## src/rtl/df_mac_o.sv

```systemverilog
// rtl/df_mac_o.sv - output-neuron MAC sequencer: walks mux sel over N_IN inputs plus bias, saturated Q4.12 result
// Optional build macro DF_MAC_O_RELU_EN clamps negative results to zero (ReLU).
module df_mac_o #(
    parameter int DATA_WIDTH = 16,
    parameter int SEL_WIDTH  = 4,
    parameter int N_IN       = 15,
    parameter int ACC_WIDTH  = 36
) (
    input  logic                  clk,
    input  logic                  reset,
    input  logic                  start,
    input  logic [DATA_WIDTH-1:0] data_i,
    input  logic [DATA_WIDTH-1:0] weight,
    output logic [SEL_WIDTH-1:0]  sel,
    output logic                  busy,
    output logic                  done,
    output logic [DATA_WIDTH-1:0] result
);

    localparam int                   FRAC     = DATA_WIDTH - 4;
    localparam int                   PW       = 2 * DATA_WIDTH;
    localparam logic [SEL_WIDTH-1:0] SEL_BIAS = '1;
    localparam logic [SEL_WIDTH-1:0] SEL_LAST = SEL_WIDTH'(N_IN - 1);

    typedef enum logic [1:0] {IDLE, ACC, OUT} state_t;

    state_t                       state, state_n;
    logic [SEL_WIDTH-1:0]         sel_n;
    logic signed [ACC_WIDTH-1:0]  acc, acc_n;
    logic                         busy_n, done_n;
    logic [DATA_WIDTH-1:0]        result_n;

    logic signed [PW-1:0]         prod;
    logic signed [ACC_WIDTH-1:0]  prod_ext;
    logic signed [ACC_WIDTH-1:0]  acc_sh;
    logic [ACC_WIDTH-DATA_WIDTH:0] acc_hi;
    logic [DATA_WIDTH-1:0]        sat_val;

    // Q4.12 x Q4.12 -> Q8.24 at full precision, sign-extended into the accumulator
    assign prod     = $signed(data_i) * $signed(weight);
    assign prod_ext = {{(ACC_WIDTH-PW){prod[PW-1]}}, prod};
    assign acc_sh   = acc >>> FRAC;
    assign acc_hi   = acc_sh[ACC_WIDTH-1:DATA_WIDTH-1];

    // In range only when every bit above the Q4.12 sign bit matches it
    always_comb begin
        sat_val = acc_sh[DATA_WIDTH-1:0];
        if (!((&acc_hi) || (~|acc_hi))) begin
            sat_val = acc_sh[ACC_WIDTH-1] ? {1'b1, {(DATA_WIDTH-1){1'b0}}}
                                          : {1'b0, {(DATA_WIDTH-1){1'b1}}};
        end
`ifdef DF_MAC_O_RELU_EN
        if (sat_val[DATA_WIDTH-1]) begin
            sat_val = '0;
        end
`endif
    end

    always_comb begin
        state_n  = state;
        sel_n    = sel;
        acc_n    = acc;
        busy_n   = busy;
        done_n   = 1'b0;
        result_n = result;
        case (state)
            IDLE: begin
                if (start) begin
                    acc_n   = '0;
                    sel_n   = '0;
                    busy_n  = 1'b1;
                    state_n = ACC;
                end
            end
            ACC: begin
                acc_n = acc + prod_ext;
                if (sel == SEL_BIAS) begin
                    state_n = OUT;
                end else if (sel == SEL_LAST) begin
                    sel_n = SEL_BIAS;
                end else begin
                    sel_n = sel + SEL_WIDTH'(1);
                end
            end
            OUT: begin
                result_n = sat_val;
                done_n   = 1'b1;
                busy_n   = 1'b0;
                sel_n    = '0;
                state_n  = IDLE;
            end
            default: begin
                state_n = IDLE;
                sel_n   = '0;
                busy_n  = 1'b0;
            end
        endcase
    end

    always_ff @(posedge clk) begin
        if (!reset) begin
            state  <= IDLE;
            sel    <= '0;
            acc    <= '0;
            busy   <= 1'b0;
            done   <= 1'b0;
            result <= '0;
        end else begin
            state  <= state_n;
            sel    <= sel_n;
            acc    <= acc_n;
            busy   <= busy_n;
            done   <= done_n;
            result <= result_n;
        end
    end

endmodule
```

## config.mk

```make
export PLATFORM = sky130hd
export DESIGN_NAME = df_mac_o
export DESIGN_NICKNAME = d
export VERILOG_FILES = /design/src/rtl/df_mac_o.sv
export SDC_FILE = /design/constraint.sdc
export NUM_CORES = 1
export LEC_CHECK = 0
export ABC_CLOCK_PERIOD_IN_PS = 6600
export CAP_MARGIN = 10
export CORE_UTILIZATION = 35
export CTS_CLUSTER_SIZE = 8
export DETAILED_ROUTE_END_ITERATION = 8
export GPL_TIMING_DRIVEN = 0
export HOLD_SLACK_MARGIN = 0.06
export PLACE_DENSITY = 0.61
export REMOVE_ABC_BUFFERS = 1
export SYNTH_ARGS = -nofsm -noshare
export SYNTH_HDL_FRONTEND = slang
export SYNTH_SLANG_ARGS = --single-unit
```

## constraint.sdc

```tcl
create_clock -name clk -period 6.6 [get_ports clk]
set_input_delay 0.66 -clock clk [delete_from_list [all_inputs] [get_ports clk]]
set_output_delay 0.66 -clock clk [all_outputs]
set_load 0.02 [all_outputs]
```

# Word-level counts from Yosys, hierarchy flattened

Index checks and enable logic that the tools add are counted.

Add/sub/neg operators: 2
Eq/ne operators: 7
Muxes and demuxes: 14
Reductions and logical operators: 10
$mul: 1
Bitwise operators: 1

Operator list:

| kind                | count |
|---|---|
| $pmux 36 s2         | 1 |
| $add 36x32->36      | 1 |
| $mux 36             | 1 |
| $mul 16x16->32      | 1 |
| $mux 16             | 2 |
| $mux 4              | 3 |
| $reduce_and 9->1    | 1 |
| $reduce_or 9->1     | 1 |
| $eq 4x4->1 const B  | 2 |
| $pmux 4 s2          | 1 |
| $reduce_and 2->1    | 4 |
| $ne 2x2->1 const B  | 3 |
| $add 4x1->4 const B | 1 |
| $mux 2              | 2 |
| $pmux 2 s2          | 1 |
| $eq 2x1->1 const B  | 1 |
| $eq 2x2->1 const B  | 1 |
| $logic_not 2->1     | 1 |
| $mux 1              | 2 |
| $pmux 1 s2          | 1 |
| $reduce_bool 2->1   | 1 |
| $logic_not 1->1     | 1 |
| $logic_or 1x1->1    | 1 |
| $not 1->1           | 1 |

Bits of input ports: 35
Output and inout port bits: 22
Word-level logic and storage cells: 41
Flip-flop bits (word level): 60

# Longest topological paths before layout

Depth after elaboration: 4
Gate-level depth with buffers: 23

# Worst setup path after synthesis

Ideal clock, no wire load.

Kind: input-to-reg
Start: input port data_i[15]
End: register acc[30]
Data arrival time: 6156 ps
Cell stages on the path: 19
Slack: 327 ps
Path buffers: 1
Library setup time: 117 ps
Data required time: 6483 ps
Path through: clkbuf_1 > nand2_1 > fa_1 > fa_1 > fa_1 > inv_1 > fa_1 > fa_1 > inv_1 > fa_1 > inv_1 > ha_1 > a21oi_1 > o21ai_0 > or3b_2 > nand3b_1 > o21bai_1 > a211o_1 > a22o_1

Longest elaborated chain between the ends: 3

Ends and longest elaborated chain:

| what                 | line | text |
|---|---|---|
| from (decl)          | 12   | `input logic [DATA_WIDTH-1:0] data_i,` |
| $mul 16x16->32       | 40   | `assign prod = $signed(data_i) * $signed(weight);` |
| $add 36x32->36       | 76   | `acc_n = acc + prod_ext;` |
| $pmux 36 s2          | 66   | `case (state)` |
| to (signal assigned) | 111  | `acc <= acc_n;` |
| to (decl)            | 29   | `logic signed [ACC_WIDTH-1:0] acc, acc_n;` |

Every way passes these cells.
A chain may end at the register's enable or synchronous reset.

# Final worst setup path

Start: input port weight[7]
End: register acc[30]

Longest elaborated chain between the ends: 3

Ends and longest elaborated chain:

| what           | line | text |
|---|---|---|
| from (decl)    | 13   | `input logic [DATA_WIDTH-1:0] weight,` |
| $mul 16x16->32 | 40   |  |
| $add 36x32->36 | 76   |  |
| $pmux 36 s2    | 66   |  |

Every way passes these cells.

==> qor.txt <==
Status: finished, final reports clean
Largest net degree at the start of global routing: 30
Worst slew pin tran: 0.9781 ns
Simple-Gate Fraction of Synth Area: 14.15%
Final Instance Area: 0.01521 mm²
Overall routing resource usage: 16.72%
Req. time, crit path: 6.82 ns
CTS sink cnt: 60
Via/cell ratio: 4.842
Worst skew pair latency: 0.33 ns
Rows: 72
Number of synthesized flops with an enable pin: 0
Final max-slew violation count: 0
Fill cells: 3970
Routed len/inst: 15.26 µm
YS warnings: 0
Hold slack: 0.4605 ns
Core area: 0.03901 mm²
Nature of the critical path endpoint: flop
GPL Wtd Cong: 0.8513
Worst Path Arrival: 6.60 ns
Residual DRC: 0
Post-CTS Hold Fix Bufs: 0
Syn Inst Count: 1550
IO Count: 57
Layout cell share with drive strength beyond 1: 4.003%
CP cell instances: clkdlybuf4s18_2 -> nand2_1 -> fa_1 -> inv_1 -> fa_1 -> fa_1 -> fa_1 -> fa_1 -> inv_1 -> fa_1 -> inv_1 -> ha_1 -> a21oi_1 -> o21ai_0 -> or3b_2 -> nand3b_1 -> o21bai_1 -> a211o_1 -> a22o_1
Minimum clock period: 6.376 ns
Adder-cell share of the synthesized area: 54.85%
Main combinational cell family by area after synthesis: adder cells
Vias in the first global route: 10920
Initial antenna violation count: 0
Synthesized flop and latch total: 60
Synth area leaders: fa_1, inv_1, ha_1
Path category of the worst min-delay check: flop to flop
Grt ovf: 0
Setup CP Type: primary input to flop
Critical Path Most Common Cell: fa_1
Die height: 201.6 µm
Unrepaired setup endpoints after global routing: no
Netlist cell types: 55
Root Buffer: clkbuf_16
Max stage delay cell, worst path: fa_1
Sequential area share after synthesis: 8.612%
Post-DP HPWL: 26.99 mm
First-pass GRT wire length: 54.97 mm
Synthesized area: 0.01395 mm²
Clk_skew: 0.01366 ns
Via count: 10130
Final Routed Wirelength: 31.91 mm
CP Max Fanout: 16
Post-synthesis async set-or-reset flop share: 0%
Inserted Clock Buffers: 9
Ant. Diodes: 0
Cell with the most instances after synthesis: inv_1
Antenna Violating Nets Remaining: 0
Commonest cells in the synthesized netlist: inv_1, fa_1, nand2_1, and2_1, ha_1
Longest Clk Path Bufs: 2
Die Wd: 201.6 µm
Critical path launch point type: primary input
Cell taking the most area after synthesis: fa_1
Post-synth top flop: dfxtp_1
Placed instance area: 0.01499 mm²
Top cell type's share of synthesized area: 45.07%
Max cap viols: 0
Syn Area/Cell: 8.998 µm²
Fin nets: 2028
XOR/XNOR share of the synthesized area: 1.884%
IO Port Bufs: 56
CTS H-tree depth: 3
Starting Density: 35.76%
DIE AREA: 0.04065 mm²
Final Setup Violations: 0
Hold Violations, Final: 0
Synthesized-area fraction occupied by ao, oa, aoi and oai cells: 8.460%
Mux cell area share after synthesis: 0.07177%
Final worst-path cycle share: 96.60%
CTS clk-pin slew, worst paths: 0.06 ns
FMAX: 0.1568 GHz
CP peak stage delay: 0.65 ns
Initial DRC Count: 514
Slew HR: 34.50%
CTS tree: yes
Synth-to-Final Area Change: 9.078%
First-pass DRT Iterations: 5
cells by family after synthesis:
group	Yosys count
compound gates	189
xor+xnor	30
fa+ha+maj	423
buf+inv	445
flops	60
mux	1
simple gates	402
critical path: cells and delay by family:
kind	cells	cell delay, ns
compound gates	5	0.89
buf+inv	4	0.66
fa+ha+maj	7	3.44
simple gates	3	0.90
routing by layer:
metal,GRT usage [%],routed length [µm],vias up
met3,1.603,973,30
met1,21.96,13920,5245
met5,0,0,-
li1,-,-,4689
met4,2.516,401,0
met2,30.20,16620,165
worst paths after layout:
check	start	end	slack, ns	cells after the start
max reg2reg	acc[15]	acc[31]	1.45	17
min	result[0]	result[0]	0.46	2
min reg2reg	result[0]	result[0]	0.46	2
max	weight[7]	acc[30]	0.22	19
per-stage QoR:
step | instances | setup TNS [ns] | setup slack [ns] | util, %
2_1_floorplan | 1497 | 0 | 0.5602 | -
3_3_place_gp | 2071 | -11.39 | -0.9546 | 38.34
3_5_place_dp | 2073 | -13.15 | -1.101 | 38.43
4_1_cts | 2088 | 0 | 0.002727 | 39.09
5_1_grt | 2092 | 0 | 0.008124 | 39.00
6_report | 2092 | 0 | 0.2242 | 39.00
sequential cells by signal, summed over array words and instances, names as in the netlist:
| signal | count |
|---|---|
| state | 2 |
| acc | 36 |
| busy | 1 |
| done | 1 |
| sel | 4 |
| result | 16 |
area by class of cell:
class                   instances  area (µm²)  share of cell area, %
repair buffers                 61       508.0                  3.339
repair inverters                1       7.507                0.04935
clock buffers                  13       260.3                  1.711
well taps                     518       648.1                  4.260
multi-input cells            1045       11100                  72.96
inverters                     392        1479                  9.721
clock inverters                 2       10.01                0.06580
flip-flops and latches         60        1201                  7.895
layout by cell type (no fill, tap or decap), types with 4 or more instances in the layout:
cell	n
o21bai_1	4
o21ai_0	45
a22oi_1	16
xnor2_1	21
dfxtp_1	60
a21oi_1	69
clkdlybuf4s50_1	24
o211ai_1	5
nand3_1	12
and2_1	128
a21o_1	6
nand2b_1	5
inv_1	389
clkbuf_16	9
ha_1	109
or3_1	4
xor2_1	9
and3_1	5
nor3b_1	5
dlymetal6s2s_1	5
clkbuf_2	17
nor2_1	55
nand2_1	160
nand4_1	4
buf_4	5
nor3_1	5
fa_1	312
a31oi_1	6
nand3b_1	4
repair_timing:
action                     CTS  global route
setup buffers                0             3
pin swaps                    0             2
hold endpoints to repair     0             0
resized for setup           50            59
setup endpoints to repair   17            17
gates cloned                 0             1
Power is not shown: default switching activity piles up to over one toggle a cycle in this logic, so the estimate is an artifact.
